[src/rtl/dir_button_ctrl.sv]
// Direction button front end: sync + debounce four buttons, resolve conflicts, emit
// vsync-aligned direction and move strobes with hold-to-accelerate. Option macro: BTN_DIAG_EN.
module dir_button_ctrl #(
   parameter int unsigned DEBOUNCE_CYCLES = 400000,
   parameter int unsigned SLOW_DIV        = 4,
   parameter int unsigned HOLD_FRAMES     = 30
) (
   input  logic clk,
   input  logic rst_n,
   input  logic btn_up,
   input  logic btn_down,
   input  logic btn_left,
   input  logic btn_right,
   input  logic vsync,
   output logic up,
   output logic down,
   output logic left,
   output logic right,
   output logic move_en,
   output logic moving
);

   localparam int unsigned CntW = (DEBOUNCE_CYCLES > 0) ? $clog2(DEBOUNCE_CYCLES + 1) : 1;
   localparam int unsigned KW   = (HOLD_FRAMES > 0) ? $clog2(HOLD_FRAMES + 1) : 1;
   localparam int unsigned PhW  = (SLOW_DIV > 1) ? $clog2(SLOW_DIV) : 1;

   localparam logic [CntW-1:0] DbLast = CntW'(DEBOUNCE_CYCLES - 1);
   localparam logic [KW-1:0]   KHold  = KW'(HOLD_FRAMES);
   localparam logic [PhW-1:0]  PhLast = PhW'(SLOW_DIV - 1);

   typedef enum logic [1:0] {
      StIdle,
      StSlow,
      StFast
   } state_e;

   // Bit order everywhere: {right, left, down, up}
   logic [3:0]            w_btn_raw;
   logic [3:0]            r_sync1;
   logic [3:0]            r_sync2;
   logic [3:0]            r_stable;
   logic [3:0]            w_stable_nxt;
   logic [3:0][CntW-1:0]  r_db_cnt;
   logic [3:0][CntW-1:0]  w_db_cnt_nxt;

   logic                  r_vsync_q;
   logic                  w_vsync_rise;
   logic [3:0]            w_res;
   logic [3:0]            w_cand;

   state_e                r_state;
   state_e                w_state_nxt;
   logic [3:0]            r_vec;
   logic [3:0]            w_vec_nxt;
   logic [KW-1:0]         r_k;
   logic [KW-1:0]         w_k_nxt;
   logic [PhW-1:0]        r_phase;
   logic [PhW-1:0]        w_phase_nxt;
   logic                  r_move_en;
   logic                  w_move_en_nxt;

   assign w_btn_raw = {btn_right, btn_left, btn_down, btn_up};

   always_ff @(posedge clk or negedge rst_n) begin
      if (!rst_n) begin
         r_sync1 <= '0;
         r_sync2 <= '0;
      end else begin
         r_sync1 <= w_btn_raw;
         r_sync2 <= r_sync1;
      end
   end

   // Counter tracks consecutive disagreeing cycles; the flip lands on the last one.
   always_comb begin
      w_stable_nxt = r_stable;
      w_db_cnt_nxt = '0;
      for (int i = 0; i < 4; i++) begin
         if (r_sync2[i] != r_stable[i]) begin
            if (r_db_cnt[i] == DbLast) begin
               w_stable_nxt[i] = r_sync2[i];
            end else begin
               w_db_cnt_nxt[i] = r_db_cnt[i] + 1'b1;
            end
         end
      end
   end

   always_ff @(posedge clk or negedge rst_n) begin
      if (!rst_n) begin
         r_stable <= '0;
         r_db_cnt <= '0;
      end else begin
         r_stable <= w_stable_nxt;
         r_db_cnt <= w_db_cnt_nxt;
      end
   end

   always_comb begin
      w_res = r_stable;
      if (r_stable[0] & r_stable[1]) begin
         w_res[1:0] = 2'b00;
      end
      if (r_stable[2] & r_stable[3]) begin
         w_res[3:2] = 2'b00;
      end
   end

`ifdef BTN_DIAG_EN
   assign w_cand = w_res;
`else
   assign w_cand = (|w_res[1:0]) ? {2'b00, w_res[1:0]} : w_res;
`endif

   assign w_vsync_rise = vsync & ~r_vsync_q;

   always_ff @(posedge clk or negedge rst_n) begin
      if (!rst_n) begin
         r_vsync_q <= 1'b0;
      end else begin
         r_vsync_q <= vsync;
      end
   end

   // r_phase mirrors k mod SLOW_DIV so no divider is needed.
   always_comb begin
      w_state_nxt   = r_state;
      w_vec_nxt     = r_vec;
      w_k_nxt       = r_k;
      w_phase_nxt   = r_phase;
      w_move_en_nxt = r_move_en;
      if (w_vsync_rise) begin
         if (w_cand == 4'b0000) begin
            w_state_nxt   = StIdle;
            w_vec_nxt     = 4'b0000;
            w_k_nxt       = '0;
            w_phase_nxt   = '0;
            w_move_en_nxt = 1'b0;
         end else if ((r_state == StIdle) || (w_cand != r_vec)) begin
            w_state_nxt   = StSlow;
            w_vec_nxt     = w_cand;
            w_k_nxt       = '0;
            w_phase_nxt   = '0;
            w_move_en_nxt = 1'b1;
         end else begin
            case (r_state)
               StSlow: begin
                  w_k_nxt     = r_k + 1'b1;
                  w_phase_nxt = (r_phase == PhLast) ? '0 : r_phase + 1'b1;
                  if (w_k_nxt == KHold) begin
                     w_state_nxt   = StFast;
                     w_move_en_nxt = 1'b1;
                  end else begin
                     w_move_en_nxt = (w_phase_nxt == '0);
                  end
               end
               StFast: begin
                  w_move_en_nxt = 1'b1;
               end
               default: begin
                  w_state_nxt   = StIdle;
                  w_move_en_nxt = 1'b0;
               end
            endcase
         end
      end
   end

   always_ff @(posedge clk or negedge rst_n) begin
      if (!rst_n) begin
         r_state   <= StIdle;
         r_vec     <= 4'b0000;
         r_k       <= '0;
         r_phase   <= '0;
         r_move_en <= 1'b0;
      end else begin
         r_state   <= w_state_nxt;
         r_vec     <= w_vec_nxt;
         r_k       <= w_k_nxt;
         r_phase   <= w_phase_nxt;
         r_move_en <= w_move_en_nxt;
      end
   end

   assign up      = r_vec[0];
   assign down    = r_vec[1];
   assign left    = r_vec[2];
   assign right   = r_vec[3];
   assign move_en = r_move_en;
   assign moving  = (r_state != StIdle);

endmodule

[config.mk]
export PLATFORM = sky130hd
export DESIGN_NAME = dir_button_ctrl
export DESIGN_NICKNAME = d
export VERILOG_FILES = /design/src/rtl/dir_button_ctrl.sv
export SDC_FILE = /design/constraint.sdc
export NUM_CORES = 1
export LEC_CHECK = 0
export CAP_MARGIN = 40
export CELL_PAD_IN_SITES_DETAIL_PLACEMENT = 0
export CELL_PAD_IN_SITES_GLOBAL_PLACEMENT = 2
export CORE_UTILIZATION = 30
export DETAILED_ROUTE_END_ITERATION = 12
export GPL_TIMING_DRIVEN = 0
export PLACE_DENSITY_LB_ADDON = 0.1
export SYNTH_ARGS = -nofsm -noshare
export SYNTH_HDL_FRONTEND = slang
export SYNTH_SLANG_ARGS = --single-unit
[constraint.sdc]
create_clock -name clk -period 4.8 [get_ports clk]
set_clock_uncertainty 0.1 [all_clocks]
set_input_delay 0.96 -clock clk [delete_from_list [all_inputs] [get_ports clk]]
set_output_delay 0.96 -clock clk [all_outputs]
set_load 0.05 [all_outputs]
# After elaboration in Yosys (flattened, before gate mapping)
# Cells that the tools add are included.
# word_totals
ff_bits	103
in_bits	7
output_inout_bits	6
wordCells	84
# classes
add_sub_neg	6
n_eq_ne	15
mux	28
bitwise_logic	4
n_reduce_logical	15
# op_table
op	n
19-bit 2-to-1 mux	8
19-bit by 1-bit adder with 19-bit output, second input constant	4
19-bit equality test, second input constant	4
2-bit 2-to-1 mux	9
5-bit 2-to-1 mux	3
4-bit 2-to-1 mux	3
2-bit AND reduction	6
5-bit by 1-bit adder with 5-bit output, second input constant	1
5-bit equality test, second input constant	1
2-bit equality test, second input constant	2
2-bit logical NOT	2
4-bit logical NOT	1
1-bit inequality test	4
4-bit inequality test	1
4-bit inequality test, second input constant	1
2-bit one-hot mux with 2 select lines	1
2-bit nonzero test	2
1-bit bitwise AND	3
1-bit 2-to-1 mux	3
3-bit inequality test, second input constant	1
3-bit AND reduction	1
3-bit nonzero test	1
2-bit by 1-bit adder with 2-bit output, second input constant	1
2-bit by 1-bit equality test with 1-bit output, second input constant	1
4 further kinds	4

# Depth between registers and ports, before layout
# logic_depth
depth_word	8
mapped_depth	7

# Least setup slack after synthesis
# Ideal clock, no wire load.
# synth_timing
kind	reg-to-reg
from	reg r_stable[0]
to	reg r_vec[3]
arrival_time_ns	1.820
setup_slack_ns	2.756
path_stages_with_launch	8
n_path_buf	1
cell_sequence	dfrtp_1 > inv_1 > ha_1 > clkbuf_1 > or2_2 > a21oi_1 > o22ai_1 > mux2_2
# synth_between
elab_chain_len	8
# synth_lines
item	line	source
start: declaration	41	logic [3:0] r_stable;
start signal: assignment	94	r_stable <= w_stable_nxt;
1-bit bitwise AND	101	if (r_stable[0] & r_stable[1]) begin
2-bit 2-to-1 mux (*)	101	
2-bit OR reduction	112	assign w_cand = (|w_res[1:0]) ? {2'b00, w_res[1:0]} : w_res;
4-bit 2-to-1 mux (*)	112	
4-bit inequality test	139	end else if ((r_state == StIdle) || (w_cand != r_vec)) begin
1-bit logical OR	139	
2-bit nonzero test (no line)	n/a	
2-bit AND reduction (no line)	n/a	
end signal: assignment	178	r_vec <= w_vec_nxt;
end: declaration	53	logic [3:0] r_vec;
# Mark *: on every way between the ends. The rest lies on a longest branch, timed or not. The select of a mux whose other input is x is not followed.
# A chain may end at the register's enable or synchronous reset.

# Worst setup path after layout
# layout_timing
from	reg r_state[0]
to	out moving
# layout_between
elab_chain_len	1
# layout_lines
item	line	source
start: declaration	51	state_e r_state;
start signal: assignment	171	r_state <= StIdle;
start signal: assignment	177	r_state <= w_state_nxt;
2-bit nonzero test	190	assign moving = (r_state != StIdle);
end: declaration	20	output logic moving
# Every way passes these cells.

==> flow_metrics.env <==
export IMPL_status="completed"
export IMPL_p_per_area_mw_per_mm2=307
export IMPL_fin_crit_sh_pct=61.4
export IMPL_synth_flop_cell="dfrtp_1"
export IMPL_r2r_setup_slack_ns=2.25
export IMPL_finalSetupTns_ns=0
export IMPL_avgRoutedWirePerCell_um=14.2
export IMPL_vias=3865
export IMPL_period_needed_ns=2.95
export IMPL_p_leak_nw=2.45
export IMPL_arrival_ns=1.89
export IMPL_grt_pass1_vias=3901
export IMPL_drv_slew=0
export IMPL_cts_buffers=9
export IMPL_synth_cell_types=54
export IMPL_ys_seq_area_share_pct=49.2
export IMPL_end_kind="output pin"
export IMPL_setup_viol=0
export IMPL_tightest_slew_ns=0.804
export IMPL_gp_routability_congestion=0.743
export IMPL_ctsHoldBuffers=0
export IMPL_nFillCells=1777
export IMPL_rows=47
export IMPL_hp_class="flip-flop to flip-flop"
export IMPL_whs_ns=0.253
export IMPL_fin_cells=785
export IMPL_cts_sinks=103
export IMPL_layout_area_overhead_vs_synth_pct=14.9
export IMPL_max_clock_freq_mhz=339
export IMPL_antenna_found_initial=0
export IMPL_synthesis_area_per_instance_um2=9.78
export IMPL_syn_area_mm2=0.00524
export IMPL_worstSetupPathType="flip-flop to output pin"
export IMPL_final_util_pct=35.8
export IMPL_max_cap_violations=0
export IMPL_rsz0062_at_grt="no"
export IMPL_dp_cells=769
export IMPL_first_pass_iters=4
export IMPL_chipWidth_um=134
export IMPL_drc=0
export IMPL_startpoint_type="flip-flop"
export IMPL_grt_max_degree=57
export IMPL_routed_via_density=4.92
export IMPL_dp_hpwl_um=7780
export IMPL_yosysWarnings=0
export IMPL_worstPathMaxFanout=3
export IMPL_synth_edf_count=0
export IMPL_cts_resized=0
export IMPL_clockRootBuffer="clkbuf_16"
export IMPL_max_slew_margin_pct=46.0
export IMPL_synthArstFlopShare_pct=100
export IMPL_setup_ws_ns=1.85
export IMPL_pin_count=13
export IMPL_grt_ovfl_total=0
export IMPL_core_mm2=0.0168
export IMPL_drive_gt1_share_pct=6.19
export IMPL_num_antenna_cells=0
export IMPL_hold_viol_final=0
export IMPL_initial_core_util_pct=31.2
export IMPL_synth_nets=555
export IMPL_drt_wl_total_um=11100
export IMPL_clk_pin_slew_ns=0.07
export IMPL_die_h_um=134
export IMPL_nNetsFinal=579
export IMPL_post_cts_buffers=0
export IMPL_cts_tree="done"
export IMPL_vdd_ir_drop_worst_mv=0.162
export IMPL_cts_path_max_buffers=2
export IMPL_htree_num_levels=3
export IMPL_ant_nets=0
export IMPL_grt_use_total_pct=13.7
export IMPL_insertion_delay_ns=0.35
export IMPL_io_buffers=12
export IMPL_worstPathRequired_ns=3.74
export IMPL_grt_pass1_wl_um=19700
export IMPL_synth_seq_cells=103
export IMPL_die_area_mm2=0.0180
export IMPL_drt_iter0_drc=168
export IMPL_dp_slack_ns=2.00
export IMPL_syn_inst=536
==> stage by stage <==
stage	area [um2]	total power [mW]
3_3_place_gp	5640	0.971
2_1_floorplan	5240	0.934
6_report	6020	1.85
4_1_cts	6020	1.89
3_5_place_dp	5660	0.973
5_1_grt	6020	1.93
==> layout by cell type (no fill, tap or decap), types with 3 or more instances in the layout <==
cell | synthesis | final
xnor2_1 | 25 | 25
inv_1 | 17 | 17
nand3_1 | 31 | 31
buf_2 | 4 | 4
or3_1 | 10 | 10
nand4_1 | 21 | 21
clkdlybuf4s50_1 | 0 | 11
bufinv_16 | 0 | 4
ha_1 | 12 | 12
and4_1 | 10 | 10
o22ai_1 | 4 | 4
nor4_1 | 5 | 5
and3_1 | 5 | 5
and2_1 | 8 | 8
a21oi_1 | 19 | 19
xor2_1 | 33 | 33
or2_2 | 3 | 3
nand2_1 | 43 | 43
or4_1 | 9 | 9
clkbuf_1 | 13 | 14
nor2_1 | 64 | 64
nor3_1 | 22 | 22
o21ai_1 | 3 | 3
clkbuf_16 | 0 | 9
or2_1 | 3 | 3
nand2b_1 | 3 | 3
o31ai_1 | 8 | 8
dfrtp_1 | 103 | 103
nand4b_1 | 5 | 5
o21ai_0 | 14 | 14
mux2_2 | 5 | 5
==> synth_stat cells, types with 12 or more instances <==
library cell,instances,area [um2]
xor2_1,33,289
nand2_1,43,161
inv_1,17,63.8
nand3_1,31,155
dfrtp_1,103,2580
clkbuf_1,13,48.8
nand4_1,21,131
nor2_1,64,240
a21oi_1,19,95.1
nor3_1,22,110
xnor2_1,25,219
o21ai_0,14,70.1
ha_1,12,150
==> kinds of logic after synthesis <==
| kind of cell | synth area share (%) |
|---|---|
| mux | 1.26 |
| compound gates | 8.71 |
| fa+ha+maj | 2.86 |
| simple gates | 25.8 |
| buf+inv | 2.53 |
| xor+xnor | 9.69 |
| flops | 49.2 |
==> worst max-delay path, stage by stage (launching register included) <==
cell and delay, ns:
dfrtp_1 0.38, inv_1 0.09, ha_1 0.23, inv_1 0.06, clkdlybuf4s50_1 0.79
==> registers in the layout (all words and copies together) (netlist names) <==
name,count
r_sync1,4
r_state,2
r_k,5
r_db_cnt,76
r_phase,2
r_sync2,4
r_vsync_q,1
r_stable,4
r_vec,4
move_en,1
==> layout make-up <==
type | instances | area [um2] | share of cell area (%)
Tap cell | 220 | 275 | 4.57
Clock inverter | 6 | 133 | 2.20
Sequential cell | 103 | 2580 | 42.8
Inverter | 17 | 63.8 | 1.06
Multi-Input combinational cell | 399 | 2530 | 42.0
Clock buffer | 10 | 229 | 3.80
Timing Repair Buffer | 13 | 145 | 2.41
Buffer | 17 | 68.8 | 1.14
==> report_power, final <==
part	internal, mW	total (mW)	switching (mW)	leakage [nW]
clock network	0.562	0.896	0.334	0.173
registers	0.879	0.891	0.0120	1.41
logic	0.0194	0.0618	0.0424	0.867
total	1.46	1.85	0.388	2.45
==> metal layers <==
layer / up-vias / GRT usage (%) / share of wire [%]
li1: 1957 / - / -
met1: 1875 / 17.9 / 49
met2: 25 / 22.4 / 48
met3: 8 / 2.99 / 2.0
met4: 0 / 4.93 / 1.5
met5: - / 0 / 0
==> worst paths after layout <==
check	start	end	depth (start not counted)
max	r_state[0]$_DFFE_PN0P_	moving	4
min	r_sync1[3]$_DFF_PN0_	r_sync2[3]$_DFF_PN0_	0
max reg2reg	r_db_cnt[19]$_DFF_PN0_	r_db_cnt[29]$_DFF_PN0_	7
min reg2reg	r_sync1[3]$_DFF_PN0_	r_sync2[3]$_DFF_PN0_	0
max in group asynchronous	rst_n	r_db_cnt[63]$_DFF_PN0_	2
min in group asynchronous	rst_n	r_db_cnt[17]$_DFF_PN0_	1
(Power assumes the default switching activity.)
